`src/rtl/fft_pkg.sv`:
```
// ---------------------------------------------------------------------------
// fft_pkg
// Shared types and helpers for the fixed-point FFT datapath blocks.
//   cplx_t       : real/imag pair of FFT_N-bit signed words (default width)
//   fft_sat_max  : largest value representable in a w-bit two's-complement word
//   fft_sat_min  : smallest value representable in a w-bit two's-complement word
// The helpers return 64-bit values so that blocks with any word width up to
// 63 bits can slice out their own saturation limits at elaboration time.
// ---------------------------------------------------------------------------
package fft_pkg;

    localparam int FFT_N = 32;

    typedef struct packed {
        logic signed [FFT_N-1:0] re;
        logic signed [FFT_N-1:0] im;
    } cplx_t;

    function automatic logic signed [63:0] fft_sat_max(input int w);
        return (64'sd1 <<< (w - 1)) - 64'sd1;
    endfunction

    function automatic logic signed [63:0] fft_sat_min(input int w);
        return -(64'sd1 <<< (w - 1));
    endfunction

endpackage

```
`src/rtl/fixed_point_complex_fifo.sv`:
```
// ---------------------------------------------------------------------------
// fixed_point_complex_fifo
// Circular buffer of complex words (real/imag, n bits each) with val/rdy on
// both sides. Storage is not reset; only pointers and occupancy are.
// A word written in cycle t is visible at the read side from cycle t+1.
// Ports:
//   clk, reset        clock, synchronous active-high reset
//   in_val/in_rdy     write handshake; in_rdy = (count < ADEPTH)
//   in_re/in_im       write data
//   out_val/out_rdy   read handshake; out_val = (count != 0)
//   out_re/out_im     head-of-queue data
//   count             current occupancy (0..ADEPTH)
// ---------------------------------------------------------------------------
module fixed_point_complex_fifo
    import fft_pkg::*;
#(
    parameter int n      = 32,
    parameter int ADEPTH = 4
) (
    input  logic                     clk,
    input  logic                     reset,
    input  logic                     in_val,
    output logic                     in_rdy,
    input  logic [n-1:0]             in_re,
    input  logic [n-1:0]             in_im,
    output logic                     out_val,
    input  logic                     out_rdy,
    output logic [n-1:0]             out_re,
    output logic [n-1:0]             out_im,
    output logic [$clog2(ADEPTH):0]  count
);

    localparam int AW = $clog2(ADEPTH);
    localparam logic [AW:0] FULL_CNT = (AW + 1)'(ADEPTH);

    logic [2*n-1:0] r_mem [ADEPTH];
    logic [AW-1:0]  r_wptr;
    logic [AW-1:0]  r_rptr;
    logic [AW:0]    r_count;
    logic           w_push;
    logic           w_pop;

    // Full is judged on the registered count alone, so a pop in the same
    // cycle never frees a slot for a push.
    assign in_rdy  = (r_count < FULL_CNT);
    assign out_val = (r_count != '0);
    assign w_push  = in_val && in_rdy;
    assign w_pop   = out_val && out_rdy;
    assign count   = r_count;
    assign out_re  = r_mem[r_rptr][2*n-1:n];
    assign out_im  = r_mem[r_rptr][n-1:0];

    always_ff @(posedge clk) begin
        if (w_push && !reset) begin
            r_mem[r_wptr] <= {in_re, in_im};
        end
    end

    // ADEPTH is a power of two, so pointer overflow is the modulo wrap.
    always_ff @(posedge clk) begin
        if (reset) begin
            r_wptr  <= '0;
            r_rptr  <= '0;
            r_count <= '0;
        end else begin
            if (w_push) r_wptr <= r_wptr + 1'b1;
            if (w_pop)  r_rptr <= r_rptr + 1'b1;
            if (w_push && !w_pop)      r_count <= r_count + 1'b1;
            else if (!w_push && w_pop) r_count <= r_count - 1'b1;
        end
    end

endmodule

```
`src/rtl/fixed_point_butterfly_join.sv`:
```
// ---------------------------------------------------------------------------
// fixed_point_butterfly_join
// Radix-2 butterfly back end: pairs operand A (buffered, it arrives ahead of
// the product) with product P = w*b and produces X = A+P, Y = A-P through a
// one-entry output register.
// Build option: define FIXED_POINT_BUTTERFLY_SAT_EN to saturate each result
// component and raise the sticky ovf flag; otherwise results wrap and ovf=0.
// Ports:
//   clk, reset                 clock, synchronous active-high reset
//   a_val/a_rdy, ar/ac         operand A in (real/imag)
//   p_val/p_rdy, pr/pc         product in (real/imag)
//   send_val/send_rdy          result out handshake
//   xr/xc, yr/yc               A+P and A-P (real/imag)
//   ovf                        sticky saturation flag
//   a_count                    operand-A buffer occupancy
// Parameter d (fractional bits) is informational only.
// ---------------------------------------------------------------------------
module fixed_point_butterfly_join
    import fft_pkg::*;
#(
    parameter int n      = 32,
    parameter int d      = 16,
    parameter int ADEPTH = 4
) (
    input  logic                     clk,
    input  logic                     reset,
    input  logic                     a_val,
    output logic                     a_rdy,
    input  logic [n-1:0]             ar,
    input  logic [n-1:0]             ac,
    input  logic                     p_val,
    output logic                     p_rdy,
    input  logic [n-1:0]             pr,
    input  logic [n-1:0]             pc,
    output logic                     send_val,
    input  logic                     send_rdy,
    output logic [n-1:0]             xr,
    output logic [n-1:0]             xc,
    output logic [n-1:0]             yr,
    output logic [n-1:0]             yc,
    output logic                     ovf,
    output logic [$clog2(ADEPTH):0]  a_count
);

    if (ADEPTH < 2 || (ADEPTH & (ADEPTH - 1)) != 0) begin : g_bad_depth
        $error("ADEPTH must be a power of two and at least 2");
    end
    if (d < 0 || d >= n) begin : g_bad_frac
        $error("d must lie in [0, n)");
    end

    logic                w_a_val;
    logic signed [n-1:0] w_a_re;
    logic signed [n-1:0] w_a_im;
    logic                w_out_free;
    logic                w_join;
    logic signed [n-1:0] w_xr_p0, w_xc_p0, w_yr_p0, w_yc_p0;
    logic                r_vld_p1;
    logic signed [n-1:0] r_xr_p1, r_xc_p1, r_yr_p1, r_yc_p1;

    fixed_point_complex_fifo #(
        .n      (n),
        .ADEPTH (ADEPTH)
    ) u_afifo (
        .clk     (clk),
        .reset   (reset),
        .in_val  (a_val),
        .in_rdy  (a_rdy),
        .in_re   (ar),
        .in_im   (ac),
        .out_val (w_a_val),
        .out_rdy (w_join),
        .out_re  (w_a_re),
        .out_im  (w_a_im),
        .count   (a_count)
    );

    // A join needs a buffered A and room in the output register; the
    // register is free when empty or being drained this cycle.
    assign w_out_free = !r_vld_p1 || send_rdy;
    assign p_rdy      = w_a_val && w_out_free;
    assign w_join     = p_val && p_rdy;

    // ---- stage p0: add/sub on the head of the A buffer and the product ----
`ifdef FIXED_POINT_BUTTERFLY_SAT_EN
    localparam logic signed [63:0] SMAX64 = fft_sat_max(n);
    localparam logic signed [63:0] SMIN64 = fft_sat_min(n);
    localparam logic signed [n-1:0] SMAX  = SMAX64[n-1:0];
    localparam logic signed [n-1:0] SMIN  = SMIN64[n-1:0];

    // Returns {saturated, result}; the extra bit catches carry into the sign.
    function automatic logic [n:0] addsub_sat(input logic signed [n-1:0] a,
                                              input logic signed [n-1:0] b,
                                              input logic                sub);
        logic [n:0] wide;
        wide = sub ? ({a[n-1], a} - {b[n-1], b}) : ({a[n-1], a} + {b[n-1], b});
        if (wide[n] == wide[n-1]) return {1'b0, wide[n-1:0]};
        else if (wide[n])         return {1'b1, SMIN};
        else                      return {1'b1, SMAX};
    endfunction

    logic w_sat_xr, w_sat_xc, w_sat_yr, w_sat_yc;
    logic r_ovf;

    assign {w_sat_xr, w_xr_p0} = addsub_sat(w_a_re, pr, 1'b0);
    assign {w_sat_xc, w_xc_p0} = addsub_sat(w_a_im, pc, 1'b0);
    assign {w_sat_yr, w_yr_p0} = addsub_sat(w_a_re, pr, 1'b1);
    assign {w_sat_yc, w_yc_p0} = addsub_sat(w_a_im, pc, 1'b1);

    always_ff @(posedge clk) begin
        if (reset)
            r_ovf <= 1'b0;
        else if (w_join && (w_sat_xr || w_sat_xc || w_sat_yr || w_sat_yc))
            r_ovf <= 1'b1;
    end
    assign ovf = r_ovf;
`else
    assign w_xr_p0 = w_a_re + $signed(pr);
    assign w_xc_p0 = w_a_im + $signed(pc);
    assign w_yr_p0 = w_a_re - $signed(pr);
    assign w_yc_p0 = w_a_im - $signed(pc);
    assign ovf     = 1'b0;
`endif

    // ---- stage p1: output register, reloaded on every join ----
    always_ff @(posedge clk) begin
        if (reset) begin
            r_vld_p1 <= 1'b0;
            r_xr_p1  <= '0;
            r_xc_p1  <= '0;
            r_yr_p1  <= '0;
            r_yc_p1  <= '0;
        end else if (w_join) begin
            r_vld_p1 <= 1'b1;
            r_xr_p1  <= w_xr_p0;
            r_xc_p1  <= w_xc_p0;
            r_yr_p1  <= w_yr_p0;
            r_yc_p1  <= w_yc_p0;
        end else if (send_rdy) begin
            r_vld_p1 <= 1'b0;
        end
    end

    assign send_val = r_vld_p1;
    assign xr       = r_xr_p1;
    assign xc       = r_xc_p1;
    assign yr       = r_yr_p1;
    assign yc       = r_yc_p1;

endmodule

```
`config.mk`:
```
export PLATFORM = sky130hd
export DESIGN_NAME = fixed_point_butterfly_join
export DESIGN_NICKNAME = d
export VERILOG_FILES = /design/src/rtl/fft_pkg.sv /design/src/rtl/fixed_point_complex_fifo.sv /design/src/rtl/fixed_point_butterfly_join.sv
export SDC_FILE = /design/constraint.sdc
export NUM_CORES = 1
export LEC_CHECK = 0
export BUFFER_PORTS_ARGS = -buffer_cell sky130_fd_sc_hd__buf_2
export CAP_MARGIN = 20
export CORE_ASPECT_RATIO = 1.5
export CORE_MARGIN = 2
export CORE_UTILIZATION = 35
export CTS_CLUSTER_SIZE = 40
export DETAILED_ROUTE_END_ITERATION = 10
export GPL_TIMING_DRIVEN = 0
export PLACE_DENSITY = 0.54
export SYNTH_ARGS = -nofsm -noshare
export SYNTH_HDL_FRONTEND = slang
export SYNTH_HIERARCHICAL = 1
export SYNTH_SLANG_ARGS = --single-unit
export TNS_END_PERCENT = 10
```
`constraint.sdc`:
```
create_clock -name clk -period 3.95 [get_ports clk]
set_input_delay 0.1975 -clock clk [delete_from_list [all_inputs] [get_ports clk]]
set_output_delay 0.1975 -clock clk [all_outputs]
set_load 0.02 [all_outputs]
```
==> metrics.yaml, run 1 <==
critical_path:
  ff2ff_path_depth: 13
  rr_endpoint: "xc[28]$_SDFFE_PP0P_"
  end_kind: "register"
  worstSetupPathType: "reg -> reg"
  crit_path_start_kind: "register"
  cp_data_arrival_time_ps: 4440
  cp_max_fo: 7
  crit_required_ps: 4410
  reg2reg_slack_ps: -30
global_route:
  grt_pass1_vias: 16900
  grt_pass1_wl_microns: 103000
  antenna_found_initial: 4
  grt_max_degree: 36
  grt_usage_pct: 22.1
  grt_overflow: 0
power_and_ir_drop:
  p_per_area_nw_per_um2: 681
  ir_worst_vdd_mv: 0.299
  p_leak_nw: 10.1
sta:
  relSlewSlack_pct: 39.7
  whs_ps: 61.9
  max_freq_ghz: 0.251
  worst_pin_slew_ps: 904
  drv_slew: 0
  setup_violations: 2
  min_period_ps: 3980
  hold_viol_final: 0
  clock_skew_ps: 26.1
  rsz0062_at_grt: "yes"
  period_share_pct: 101
  layout_setup_ws_ps: -34.2
synth:
  synth_top_area_share_pct: 36.6
  synthMostInstantiatedCell: "edfxtp_1"
  ys_top_cells_by_area: "edfxtp_1, dfxtp_1, ha_1"
  syn_avg_cell_area_sq_um: 11.0
  syn-num-nets: 2175
  yosysWarnings: 6
  synth-edff-count: 256
  syn_area_sq_um: 21000
  syn_inst: 1908
  ys_types: 88
  ys_seq_area_share_pct: 49.5
  synth_ff_type: "edfxtp_1"
  ys_ff_latch: 392
  async_reset_ff_share_pct: 0
  netlist_top_cells_count: "edfxtp_1, a21oi_1, nor2_1"
  yosys.area.top_type: "edfxtp_1"
die:
  start_util_pct: 35.2
  fp.dieH_microns: 304
  io_pins: 268
  num_rows: 110
  die_area_sq_um: 62100
  die_w_microns: 204
  core_area_sq_um: 59700
cts:
  cts_htree_levels: 2
  cts_buffers: 40
  clkSinkCount: 392
  clock_path_buffers: 3
  insertion_delay_ps: 570
  path_clk_slew_ps: 70
  root_buffer: "clkbuf_16"
  tritoncts: "yes"
detailed_routing:
  dr.pass1.iters: 5
  vias: 16200
  drc: 0
  postRouteAntennaNets: 0
  drt_iter0_markers: 754
  wire_per_inst_microns: 22.2
  wl_microns: 69100
  routed_via_density: 5.22
hold_path:
  holdPathEnd: "yr[0]$_SDFFE_PP0P_"
  worstHoldPathCells: 3
  hp-class: "in -> reg"
  hold_start: "pr[0]"
final_layout:
  area_delta_synth_final_pct: 24.1
  multi_input_area_sq_um: 10100
  drive_above_1_share_pct: 23.9
  fillers: 5790
  final_net_count: 2565
  seqCellArea_sq_um: 10400
  final_cells: 3112
outcome:
  failed_checks: "setup timing"
  status: "finished, violations left"
placed_design:
  dp_cells: 2962
  gp_congestion: 0.930
  port_buffers: 266
  dp_hpwl_microns: 53100
flow_run:
  drv_cap: 0
-- sequential cells by signal (all words and copies together), names as in the netlist, named ones only --
register,count
xr,31
u_afifo/r_mem,256
u_afifo/r_wptr,2
yc,31
u_afifo/count,3
yr,32
u_afifo/r_rptr,2
xc,32
send_val,1
-- report_power, final --
group	total, mW	switching, mW	internal, mW
logic	8.51	5.27	3.24
registers	5.45	0.432	5.02
clock network	3.81	1.63	2.18
-- kinds of logic (layout without fill, tap and decap cells) --
group           count (synthesis)  in the layout  share of synthesized area [%]
mux                            68             68                           7.12
xor+xnor                      104            104                           4.33
other cells                     1              2                         0.0178
buf+inv                       231            650                           4.84
fa+ha+maj                     134            134                           8.15
simple gates                  487            487                           10.7
flops                         392            392                           49.5
compound gates                491            491                           15.3
-- worst max-delay path, stage by stage (launching register included) --
cell       delay [ps]
dfxtp_2           340
buf_12            170
mux4_1            610
ha_1              250
fa_1              440
nor2b_1           190
o311ai_2          350
a21oi_2           160
o211ai_1          380
nand3_2           180
nand2_1           130
o2111ai_1         180
xnor2_2           210
a211oi_1          280
-- metal layers --
metal	vias up	part of all wire, %	wire length [microns]	track usage (%)
met2	419	52	36300	41.2
met1	7926	39	26900	25.2
li1	7760	-	-	-
met5	-	0.048	33	0
met3	128	3.8	2650	2.56
met4	6	4.7	3240	9.45
-- layout by cell type (no fill, tap or decap), types with 11 or more instances in the layout --
master and instances:
a211oi_1 52, a21o_1 19, a21oi_1 170, a31oi_1 14
buf_2 276, buf_4 26, clkbuf_1 50, clkbuf_16 42
dfxtp_1 135, dlygate4sd3_1 66, edfxtp_1 256, ha_1 119
inv_1 125, mux4_2 61, nand2_1 149, nand2b_1 21
nand3_1 30, nor2_1 152, nor2b_1 18, nor3_1 21
nor4_1 14, o21a_1 12, o21ai_0 70, o21bai_1 23
o31a_1 11, or3_1 17, xnor2_1 88, xor2_1 14
-- worst max path at each step --
stage | startpoint | end | slack, ps | cells after the start
floorplan | register | xr[28]$_SDFFE_PP0P_ | 500 | 14
global placement | register | xc[31]$_SDFFE_PP0P_ | -680 | 15
detailed placement | register | xr[31]$_SDFFE_PP0P_ | -710 | 14
CTS | register | xr[24]$_SDFFE_PP0P_ | -40 | 14
global route | register | yr[25]$_SDFFE_PP0P_ | -110 | 14
finish | register | xc[28]$_SDFFE_PP0P_ | -30 | 13
-- layout make-up --
cell class,count,area share [%]
clock buffers,56,4.57
inverters,131,1.90
clock inverters,15,0.451
diodes,1,0.00959
repair buffers,358,8.80
well taps,784,3.76
multi-input cells,1285,38.5
plain buffers,90,2.07
flip-flops and latches,392,39.9
-- stage by stage --
stage / cell area [sq um] / total power, mW / utilization, % / worst slack (ps) / setup TNS (ps)
floorplan: 21000 / 10.8 / - / 498 / 0
global placement: 23300 / 13.4 / 39.1 / -681 / -151610
detailed placement: 23500 / 13.5 / 39.3 / -711 / -16560
CTS: 25700 / 17.6 / 43.0 / -40.2 / -89.7
global route: 26100 / 18.8 / 43.7 / -106 / -840
finish: 26100 / 17.8 / 43.7 / -34.2 / -56.2
-- timing repair --
item,in CTS,in global routing
gates resized for setup,47,79
endpoints found under the setup margin,56,33
hold endpoints to repair,258,0
setup buffers,9,14
pin swaps,9,28
hold buffers,66,0
(Power assumes the default switching activity.)
==> inputs of run 2 (changes only) <==
--- a/config.mk
+++ b/config.mk
@@ -5,15 +5,15 @@
 export SDC_FILE = /design/constraint.sdc
 export NUM_CORES = 1
 export LEC_CHECK = 0
-export BUFFER_PORTS_ARGS = -buffer_cell sky130_fd_sc_hd__buf_2
 export CAP_MARGIN = 20
 export CORE_ASPECT_RATIO = 1.5
 export CORE_MARGIN = 2
 export CORE_UTILIZATION = 35
 export CTS_CLUSTER_SIZE = 40
 export DETAILED_ROUTE_END_ITERATION = 10
+export DONT_BUFFER_PORTS = 1
 export GPL_TIMING_DRIVEN = 0
-export PLACE_DENSITY = 0.54
+export PLACE_DENSITY = 0.5
 export SYNTH_ARGS = -nofsm -noshare
 export SYNTH_HDL_FRONTEND = slang
 export SYNTH_HIERARCHICAL = 1
==> run 2 against run 1 <==
Effect of this change: worst setup slack improved by 75 ps; core utilization fell by 2.3 points; critical path depth is 1 lower; the flow now finishes without violations; cell count fell by 8.5%; highest routed layer unchanged; design area down 5.2%; clock skew fell by 12 ps.
==> metrics.yaml, run 2 (synthesized netlist as in run 1, its figures left out) <==
final_layout:
  multi_input_area_sq_um: 10000
  final_net_count: 2299
  final_common_cell: "edfxtp_1"
  largest_reg_flops: 256
  area_delta_synth_final_pct: 17.7
  drive_above_1_share_pct: 13.2
  fillers: 5855
  diodes: 0
  seqCellArea_sq_um: 10400
  top_register: "u_afifo/r_mem"
  final_cell_mix: "edfxtp_1, a21oi_1, nor2_1"
global_route:
  grt_usage_pct: 22.3
  grt_overflow: 0
  grt_max_degree: 44
  grt_pass1_vias: 15900
  grt_pass1_wl_microns: 102000
  antenna_found_initial: 3
placed_design:
  gp_congestion: 0.898
  port_buffers: 0
  dp_hpwl_microns: 52500
hold_path:
  holdPathEnd: "xc[31]$_SDFFE_PP0P_"
  worstHoldPathCells: 3
  hp-class: "in -> reg"
  hold_start: "pc[31]"
critical_path:
  path_cells: "bufbuf_16 -> mux4_1 -> fa_1 -> nor2b_1 -> o311ai_2 -> a21oi_1 -> o21ai_1 -> a21oi_2 -> or3_1 -> a21oi_1 -> xnor2_1 -> o21ai_0"
  cpMaxStageDelayCell: "mux4_1"
  cp_num_buf_inv: 1
  ff2ff_path_depth: 12
  worstSetupPathType: "reg -> reg"
  cp_max_fo: 4
  rr_endpoint: "xc[22]$_SDFFE_PP0P_"
  reg2reg_slack_ps: 40
  crit_path_frequent_cell: "a21oi_1"
  cp_data_arrival_time_ps: 4340
  end_kind: "register"
  crit_required_ps: 4380
  cpLargestDelayFamily: "compound AO/OA/AOI/OAI gates"
  crit_path_start_kind: "register"
  critical-path-max-stage-delay_ps: 690
die:
  die_w_microns: 204
  io_pins: 268
  start_util_pct: 35.2
  fp.dieH_microns: 304
  core_area_sq_um: 59700
  num_rows: 110
  die_area_sq_um: 62100
sta:
  worst_pin_slew_ps: 1060
  drv_slew: 0
  clock_skew_ps: 14.2
  whs_ps: 51.5
  fin_setup_tns_ps: 0
  min_period_ps: 3910
  period_share_pct: 99.0
  rsz0062_at_grt: "yes"
  max_freq_ghz: 0.256
  setup_violations: 0
  hold_viol_final: 0
  relSlewSlack_pct: 29.5
cts:
  tritoncts: "yes"
  clkSinkCount: 392
  cts_buffers: 39
  root_buffer: "clkbuf_16"
  path_clk_slew_ps: 70
  clock_path_buffers: 3
  cts_htree_levels: 2
  insertion_delay_ps: 570
power_and_ir_drop:
  ir_worst_vdd_mv: 0.509
  p_leak_nw: 8.91
  p_per_area_nw_per_um2: 701
detailed_routing:
  drt_iter0_markers: 695
  vias: 15200
  wl_microns: 69500
  drc: 0
  routed_via_density: 5.36
  wire_per_inst_microns: 24.4
  postRouteAntennaNets: 0
  dr.pass1.iters: 5
outcome:
  status: "finished clean"
flow_run:
  drv_cap: 0
-- run 2: worst max-delay path by stage --
stage | depth (start not counted) | slack [ps] | to | from
floorplan | 14 | 500 | xr[28]$_SDFFE_PP0P_ | register
global placement | 14 | -910 | xr[31]$_SDFFE_PP0P_ | register
detailed placement | 14 | -910 | xr[31]$_SDFFE_PP0P_ | register
CTS | 14 | -40 | xc[29]$_SDFFE_PP0P_ | register
global route | 14 | -140 | yc[25]$_SDFFE_PP0P_ | register
finish | 12 | 40 | xc[22]$_SDFFE_PP0P_ | register
-- run 2: through the flow --
| stage | instance area [sq um] | power [mW] | setup WS (ps) | std cells | utilization [%] |
|---|---|---|---|---|---|
| after floorplan | 21000 | 10.8 | 498 | 1908 | - |
| after global placement | 22000 | 13.0 | -909 | 2692 | 36.8 |
| after detailed placement | 22100 | 13.0 | -914 | 2696 | 37.0 |
| after CTS | 24600 | 17.4 | -35.8 | 2848 | 41.2 |
| after global routing | 24700 | 18.4 | -142 | 2846 | 41.4 |
| final | 24700 | 17.3 | 41.3 | 2846 | 41.4 |
-- run 2: routing by layer --
layer	vias to the layer above	track usage [%]	share of wire, %
met3	126	4.60	5.6
met1	7506	24.4	38
li1	7221	-	-
met4	4	9.05	4.1
met5	-	0	0.047
met2	384	41.3	53
-- run 2: layout make-up --
type                            instances  area share [%]
Buffer                                 97            2.25
Clock buffer                           51            4.73
Clock inverter                         20           0.718
Inverter                              131            1.99
Multi-Input combinational cell       1285            40.5
Sequential cell                       392            42.1
Tap cell                              784            3.96
Timing Repair Buffer                   86            3.75
-- run 2: where the power goes --
part	total, mW	switching [mW]	internal [mW]
Combinational	7.28	4.45	2.83
Sequential	6.15	1.14	5.01
Clock	3.90	1.67	2.24
Total	17.3	7.25	10.1
-- run 2: worst min-delay path, stage by stage --
cell	delay, ps
xnor2_1	120
xor2_1	160
a211oi_1	80
-- run 2: timing repair --
item / CTS / global route
hold buffers: 71 / 0
buffers inserted: 12 / 0
gates cloned: 1 / 0
endpoints found under the setup margin: 83 / 40
endpoints found under the hold margin: 270 / 0
gates resized for setup: 71 / 30
pin swaps: 13 / 5
